**config.mk**
```make
export PLATFORM = sky130hd
export DESIGN_NAME = rom_lut16x10
export DESIGN_NICKNAME = d
export VERILOG_FILES = /design/src/rtl/rom_pkg.sv /design/src/rtl/rom_lut16x10_table.sv /design/src/rtl/rom_lut16x10.sv
export SDC_FILE = /design/constraint.sdc
export NUM_CORES = 1
export LEC_CHECK = 0
export CAP_MARGIN = 40
export CORE_AREA = 2 2 39 41
export DETAILED_ROUTE_END_ITERATION = 8
export DIE_AREA = 0 0 41 43
export PLACE_DENSITY = 0.71
export SLEW_MARGIN = 20
export SYNTH_ARGS = -nofsm -noshare
export SYNTH_HDL_FRONTEND = slang
export SYNTH_SLANG_ARGS = --single-unit
```
**constraint.sdc**
```tcl
create_clock -name clk -period 1.8 [get_ports clk]
set_clock_uncertainty 0.05 [all_clocks]
set_input_delay 0.27 -clock clk [delete_from_list [all_inputs] [get_ports clk]]
set_output_delay 0.27 -clock clk [all_outputs]
set_load 0.005 [all_outputs]
```
**src/rtl/rom_pkg.sv**
```systemverilog
// Shared constants and reference function for the 16x10 square-table ROM.
package rom_pkg;

  localparam int unsigned ROM_ADDR_W = 4;
  localparam int unsigned ROM_DATA_W = 10;
  localparam int unsigned ROM_DEPTH  = 16;

  // Table constant for one address: the square of the address.
  function automatic logic [ROM_DATA_W-1:0] sq_entry(input logic [ROM_ADDR_W-1:0] a);
    return ROM_DATA_W'(a) * ROM_DATA_W'(a);
  endfunction

endpackage

```
**src/rtl/rom_lut16x10_table.sv**
```systemverilog
// Combinational 16-entry square table; maps a 4-bit address to its 10-bit word.
module rom_lut16x10_table
  import rom_pkg::*;
(
  input  logic [ROM_ADDR_W-1:0] i_addr,
  output logic [ROM_DATA_W-1:0] o_word
);

  always_comb begin
    o_word = '0;
    case (i_addr)
      4'h0: o_word = 10'h000;
      4'h1: o_word = 10'h001;
      4'h2: o_word = 10'h004;
      4'h3: o_word = 10'h009;
      4'h4: o_word = 10'h010;
      4'h5: o_word = 10'h019;
      4'h6: o_word = 10'h024;
      4'h7: o_word = 10'h031;
      4'h8: o_word = 10'h040;
      4'h9: o_word = 10'h051;
      4'hA: o_word = 10'h064;
      4'hB: o_word = 10'h079;
      4'hC: o_word = 10'h090;
      4'hD: o_word = 10'h0A9;
      4'hE: o_word = 10'h0C4;
      4'hF: o_word = 10'h0E1;
      default: o_word = '0;
    endcase
  end

endmodule

```
**src/rtl/rom_lut16x10.sv**
```systemverilog
// Registered-read square ROM: one-cycle latency, valid pulse and address echo.
module rom_lut16x10
  import rom_pkg::*;
#(
  parameter int unsigned ADDR_W = ROM_ADDR_W,
  parameter int unsigned DATA_W = ROM_DATA_W
) (
  input  logic              clk,
  input  logic              rst_n,
  input  logic              rd_en,
  input  logic [ADDR_W-1:0] addr,
  output logic [DATA_W-1:0] data,
  output logic              data_valid,
  output logic [ADDR_W-1:0] addr_q
);

  logic [ROM_DATA_W-1:0] w_word;
  logic [DATA_W-1:0]     r_data;
  logic                  r_valid;
  logic [ADDR_W-1:0]     r_addr_q;

  rom_lut16x10_table u_table (
    .i_addr (ROM_ADDR_W'(addr)),
    .o_word (w_word)
  );

  // Data and echo load only on an accepted read, so an idle address bus never reaches the outputs.
  always_ff @(posedge clk) begin
    if (!rst_n) begin
      r_data   <= '0;
      r_valid  <= 1'b0;
      r_addr_q <= '0;
    end else begin
      r_valid <= rd_en;
      if (rd_en) begin
        r_data   <= DATA_W'(w_word);
        r_addr_q <= addr;
      end
    end
  end

  assign data       = r_data;
  assign data_valid = r_valid;
  assign addr_q     = r_addr_q;

endmodule

```
==> key figures, run 1 <==
Floorplan
  – Die Y: ~43 um
  – CORE AREA: ~1400 um^2
  – Std-Cell Rows: 14
  – I/O Pins: 22
  – Initial cell density of the core: between 30% and 40%
  – Die X: a little over 40 um
  – Die Area: 1760 um^2

Placement
  – # port buffers: 18
  – Placed instance count: a little over 80
  – Hpwl dp: roughly 630 um
  – Dpl ws: about 0.31 ns
  – GP Congestion: between 0.6 and 0.7

Power and ir drop
  – Clock Power Share: 31.3%
  – Combinational power share: about 17%
  – Pwr dens: about 760 nW/um^2
  – Net Switching: 0.114 mW
  – VDD IR-drop max: roughly 0.46 mV
  – Seq pwr share: between 50% and 60%
  – Net Sw Frac: approximately 22%
  – Static Leak: 0.268 nW
  – Internal power: 0.396 mW

Global routing
  – Largest net degree at the start of global routing: 17
  – GRT Overall Usage: ~13%
  – Initial antenna violation count: 0
  – Vias in the first global route: between 300 and 400
  – First-pass GRT wire length: around 1.5 mm
  – Overflow after GRT: 0

STA
  – Fin. max-slew vios: 0
  – RSZ-0062 raised after global routing: no
  – Hold_ws: around 0.42 ns
  – Final hold vios: 0
  – Final worst setup slack: around 0.37 ns
  – F_max: roughly 700 MHz
  – Post-layout min period: roughly 1.4 ns
  – Setup TNS: 0 ns
  – Setup violations, final: 0
  – Period utilisation layout: between 70% and 80%

Critical path
  – Worst setup SP type: flop
  – Crit path largest cell delay: around 0.50 ns
  – CP Capture Type: output port
  – Worst reg2reg startpoint: data[6]
  – R2r worst-path depth: 3
  – Critical path origin: data[0]
  – Critical path class: reg2out
  – Slowest cell on crit path: clkdlybuf4s50_1
  – Buf/Inv on CP: 1
  – R2r setup slk: between 1 and 1.5 ns
  – Worst-path maximum fanout: 3
  – Critical path depth in cells: 1
  – Worst setup endpoint: data[0]
  – Crit path cell chain: clkdlybuf4s50_1
  – Worst path top cell family by delay: buffers and inverters
  – Crit path required time: about 1.5 ns
  – WP data arrival: between 1 and 1.5 ns
  – R2R Path End: data[6]

Logic synthesis
  – Number of enable flip-flop cells after synthesis: 0
  – Post-synthesis cell area: between 400 and 500 um^2
  – Netlist cell types: 18
  – Seq cells post-synth: 11
  – Most common library cells after synthesis: 11 x dfxtp_1, 6 x buf_4, 4 x mux2i_1, 4 x nor2b_1
  – Register area share after synthesis: 45.7%
  – Synth top area share: 45.7%
  – Synth Instances: between 50 and 60
  – Top-count cell post-synth: dfxtp_1
  – Synth top area cells: dfxtp_1 46%, buf_4 9.4%, mux2i_1 8.3%, nor2b_1 5.2%, a21boi_1 4.7%
  – Async SR Flop Fraction: 0%
  – Ys Warns: 0
  – Synth area leader: dfxtp_1
  – Synthesized area per cell: ~9.4 um^2
  – Ys flop type: dfxtp_1

Finish
  – Synthesis-to-finish area growth: 40.0%
  – N_diodes: 0
  – Share of cells above drive strength 1: 5.80%
  – Fin nets: slightly below 80
  – Post-route insts no fill: 85

Detailed routing
  – Vias: between 300 and 400
  – DRT Wirelength: 850 um
  – Post-DR wirelength/cell: 10.0 um
  – DRC violations left: 0
  – Detailed Route Iter0 Violations: 3
  – Avg Vias per Cell: ~4.4
  – Drt pass-1 iters: 5
  – Detail Route Antenna Nets: 0

Clocking
  – Clock Tree Root: clkbuf_4
  – Clk pin slew, worst setup/hold paths: 0.07 ns
  – TritonCTS clock tree: yes
  – Clock latency on the worst-skew pair: 0.26 ns
  – Number of buffers inserted by hold repair at cts: 0
  – CTS Buf Count: 3
  – Post-CTS Resized: 0
  – Clock sinks: 11
  – Max Root-Sink Buffers: 2
  – Setup Fix Bufs, Post-CTS: 0
  – # H-tree levels: 1

Status
  – Status: finished, final reports clean

Min path
  – Worst hold path class: reg2reg

Job
  – Max-Cap Viols: 0
-- state kept, by name, indices dropped and copies added, names as in the netlist --
| name | count |
|---|---|
| data | 7 |
| addr_q | 3 |
| data_valid | 1 |
-- metrics by stage --
| stage | cell area (um^2) | util, % | power [mW] |
|---|---|---|---|
| 2_1_floorplan | 489 | - | 0.313 |
| 3_3_place_gp | 648 | 46.8 | 0.357 |
| 3_5_place_dp | 648 | 46.8 | 0.357 |
| 4_1_cts | 674 | 48.7 | 0.520 |
| 5_1_grt | 674 | 48.7 | 0.539 |
| 6_report | 674 | 48.7 | 0.510 |
-- per-layer routing --
| layer | global-route usage [%] | vias to the layer above | share of wire [%] |
|---|---|---|---|
| met4 | 6.00 | 0 | 2.6 |
| met5 | 0 | - | 0 |
| met3 | 4.71 | 2 | 4.0 |
| met2 | 15.9 | 13 | 46 |
| met1 | 18.4 | 163 | 47 |
| li1 | - | 197 | - |
-- worst min-delay path by stage --
stage,start,endpoint,slack (ns),depth (start not counted)
floorplan,addr[0],data[3],0.34,2
global placement,data[2],data[2],0.41,2
detailed placement,addr_q[3],addr_q[3],0.41,2
CTS,addr_q[3],addr_q[3],0.42,2
global route,addr_q[3],addr_q[3],0.45,2
finish,data[2],data[2],0.42,2
-- logic make-up (layout without fill, tap and decap cells) --
kind of cell	after synthesis	after routing	synth area share, %
compound gates	8	8	10.4
xor+xnor	2	2	3.64
buf+inv	8	24	10.9
flops	11	11	45.7
mux	4	4	8.31
other cells	1	3	0.778
simple gates	17	17	20.3
-- cell type report --
| cell class | count | area [um^2] |
|---|---|---|
| fill | 143 | 709 |
| tap | 16 | 20.0 |
| inverter | 1 | 3.75 |
| sequential | 11 | 220 |
| clock buffer | 4 | 26.3 |
| multi-input combinational | 34 | 216 |
| timing repair buffer | 19 | 188 |
-- power groups by stage --
| stage | clock network [mW] | logic [mW] | registers, mW |
|---|---|---|---|
| 2_1_floorplan | 0 | 0.0426 | 0.270 |
| 3_3_place_gp | 0 | 0.0879 | 0.269 |
| 3_5_place_dp | 0 | 0.0882 | 0.269 |
| 4_1_cts | 0.168 | 0.0884 | 0.264 |
| 5_1_grt | 0.176 | 0.0981 | 0.265 |
| 6_report | 0.160 | 0.0874 | 0.263 |
-- cells in the final DEF (no fill, tap or decap), drive strengths merged --
| cell | count |
|---|---|
| nand3 | 3 |
| buf | 1 |
| nand2 | 3 |
| o21ai | 2 |
| a21boi | 3 |
| inv | 1 |
| conb | 3 |
| and2 | 2 |
| clkdlybuf4s50 | 18 |
| a31oi | 1 |
| dfxtp | 11 |
| nor2b | 4 |
| a21oi | 1 |
| o22ai | 1 |
| xor2 | 2 |
| clkbuf | 4 |
| mux2i | 4 |
| nand2b | 3 |
| nand3b | 2 |
(Power assumes the default switching activity.)
==> run 2, diff against run 1 <==
- CORE_AREA: 2 2 39 41 -> unset
- CORE_MARGIN: unset -> 1.5
- CORE_UTILIZATION: unset -> 34
- DIE_AREA: 0 0 41 43 -> unset
- PLACE_DENSITY: 0.71 -> 0.7
- clock period: 1.8 -> 1.3 ns (I/O delays scaled with it)
==> run 2 against run 1 <==
Compared with the run above: via count up 11%; worst hold slack better by 0.0036 ns; worst setup slack got worse by 0.26 ns; sequential cell count unchanged; combinational power grew 44%; cell count rose by 4.7%; clock power grew 45%; wire length is 17% higher; non-clock buffer count is 5 higher.
==> key figures, run 2 (synthesis results as in run 1) <==
Clocking
  – Clk pin slew, worst setup/hold paths: approximately 0.070 ns
  – CTS Buf Count: 3
  – # H-tree levels: 1
  – Max Root-Sink Buffers: 2
  – Clock Tree Root: clkbuf_4
  – Clock latency on the worst-skew pair: roughly 0.25 ns
  – Number of buffers inserted by hold repair at cts: 0
  – Clock sinks: 11
  – TritonCTS clock tree: yes

Power and ir drop
  – Pwr dens: 1010 nW/um^2
  – Overall power: between 0.7 and 0.8 mW
  – Seq pwr share: 50.5%
  – Net Switching: about 0.17 mW
  – Net Sw Frac: between 20% and 30%
  – Internal power: 0.550 mW
  – VDD IR-drop max: between 0.5 and 0.6 mV
  – Static Leak: roughly 0.34 nW
  – Combinational power share: 17.5%
  – Clock Power Share: between 30 and 40%

Min path
  – Worst hold path class: reg2reg

STA
  – Hold_ws: around 0.42 ns
  – F_max: 840 MHz
  – Setup violations, final: 0
  – Fin. max-slew vios: 0
  – Setup TNS: 0 ns
  – Period utilisation layout: 91.6%
  – Post-layout min period: 1.19 ns
  – RSZ-0062 raised after global routing: no
  – Final hold vios: 0

Floorplan
  – CORE AREA: ~1300 um^2
  – Die Area: roughly 1700 um^2
  – Die X: between 40 and 50 um
  – I/O Pins: 22
  – Initial cell density of the core: between 30% and 40%
  – Die Y: approximately 41 um
  – Std-Cell Rows: 13

Detailed routing
  – Avg Vias per Cell: ~4.7
  – DRT Wirelength: around 1000 um
  – DRC violations left: 0
  – Detail Route Antenna Nets: 0
  – Detailed Route Iter0 Violations: 10
  – Vias: ~420
  – Post-DR wirelength/cell: between 10 and 15 um
  – Drt pass-1 iters: 4

Finish
  – Max reg flops: 7
  – N_diodes: 0
  – Synthesis-to-finish area growth: 48.1%
  – Final Core Density: a little over half
  – Fin nets: 82
  – Most frequent cells in the layout: 12 x dlygate4sd2_1, 7 x dfxtp_1, 6 x clkdlybuf4s50_1
  – Most common cell after layout, fill and taps aside: dlygate4sd2_1
  – Share of cells above drive strength 1: between 10% and 20%

Critical path
  – Crit path required time: ~1.1 ns
  – WP data arrival: 0.95 ns
  – Critical path class: reg2out
  – CP Capture Type: output port
  – Worst-path maximum fanout: 2
  – Worst setup SP type: flop

Global routing
  – Overflow after GRT: 0
  – Largest net degree at the start of global routing: 17
  – First-pass GRT wire length: 1.52 mm
  – GRT Overall Usage: 14.1%
  – Initial antenna violation count: 0
  – Met2 usage: between 20% and 30%
  – Grt met1 use: between 10% and 20%
  – Vias in the first global route: between 300 and 400
  – GRT Max-Usage Layer: met2
  – Met3 Usage GRT: under 10%

Placement
  – # port buffers: 18
  – Hpwl dp: around 750 um
  – GP Congestion: ~0.69

Job
  – Max-Cap Viols: 0

Status
  – Status: finished, final reports clean
## run 2: timing repair
action	4_1_cts	5_1_grt
endpoints found under the setup margin	12	0
buffers inserted	1	0
gates resized for setup	16	0
## run 2: routing by layer
layer	vias to the layer above	routed length, um
met5	-	0
met4	0	10
met3	2	66
met2	15	453
met1	194	464
li1	206	-
## run 2: power by group through the flow
stage	Clock, mW	Sequential (mW)	Combinational, mW
after floorplan	0	0.374	0.0590
after global routing	0.255	0.366	0.139
final	0.232	0.365	0.126
after global placement	0	0.373	0.135
after detailed placement	0	0.373	0.137
after CTS	0.235	0.365	0.128
## run 2: per-stage QoR
step	setup slack, ns	cells	area, um^2
after global placement	-0.00265	84	689
after global routing	0.0660	89	713
final	0.109	89	713
after CTS	0.0950	89	713
after floorplan	0.388	53	489
after detailed placement	-0.00164	84	689
## run 2: worst max-delay path: stages (launching register included)
cell	delay, ns
dfxtp_2	0.32
buf_4	0.12
dlygate4sd2_1	0.25
## run 2: layout make-up
cell class,count,area [um^2]
Fill cell,138,604
Timing Repair Buffer,24,223
Tap cell,15,18.8
Multi-Input combinational cell,34,216
Clock buffer,4,26.3
Sequential cell,11,225
Inverter,1,3.75
## run 2: path summary, 6_finish.rpt
| path | from | endpoint | slack (ns) | depth (start not counted) |
|---|---|---|---|---|
| max | data[0] | addr_q[0] | 0.11 | 2 |
| min | data[7] | data[7] | 0.42 | 2 |
| max reg2reg | data[0] | data[0] | 0.54 | 3 |
| min reg2reg | data[7] | data[7] | 0.42 | 2 |
==> run 3, diff against run 2 <==
- SLEW_MARGIN: 20 -> 40
==> results of run 3 <==
Same layout as run 2: the final DEF is identical, and so are final timing and power.
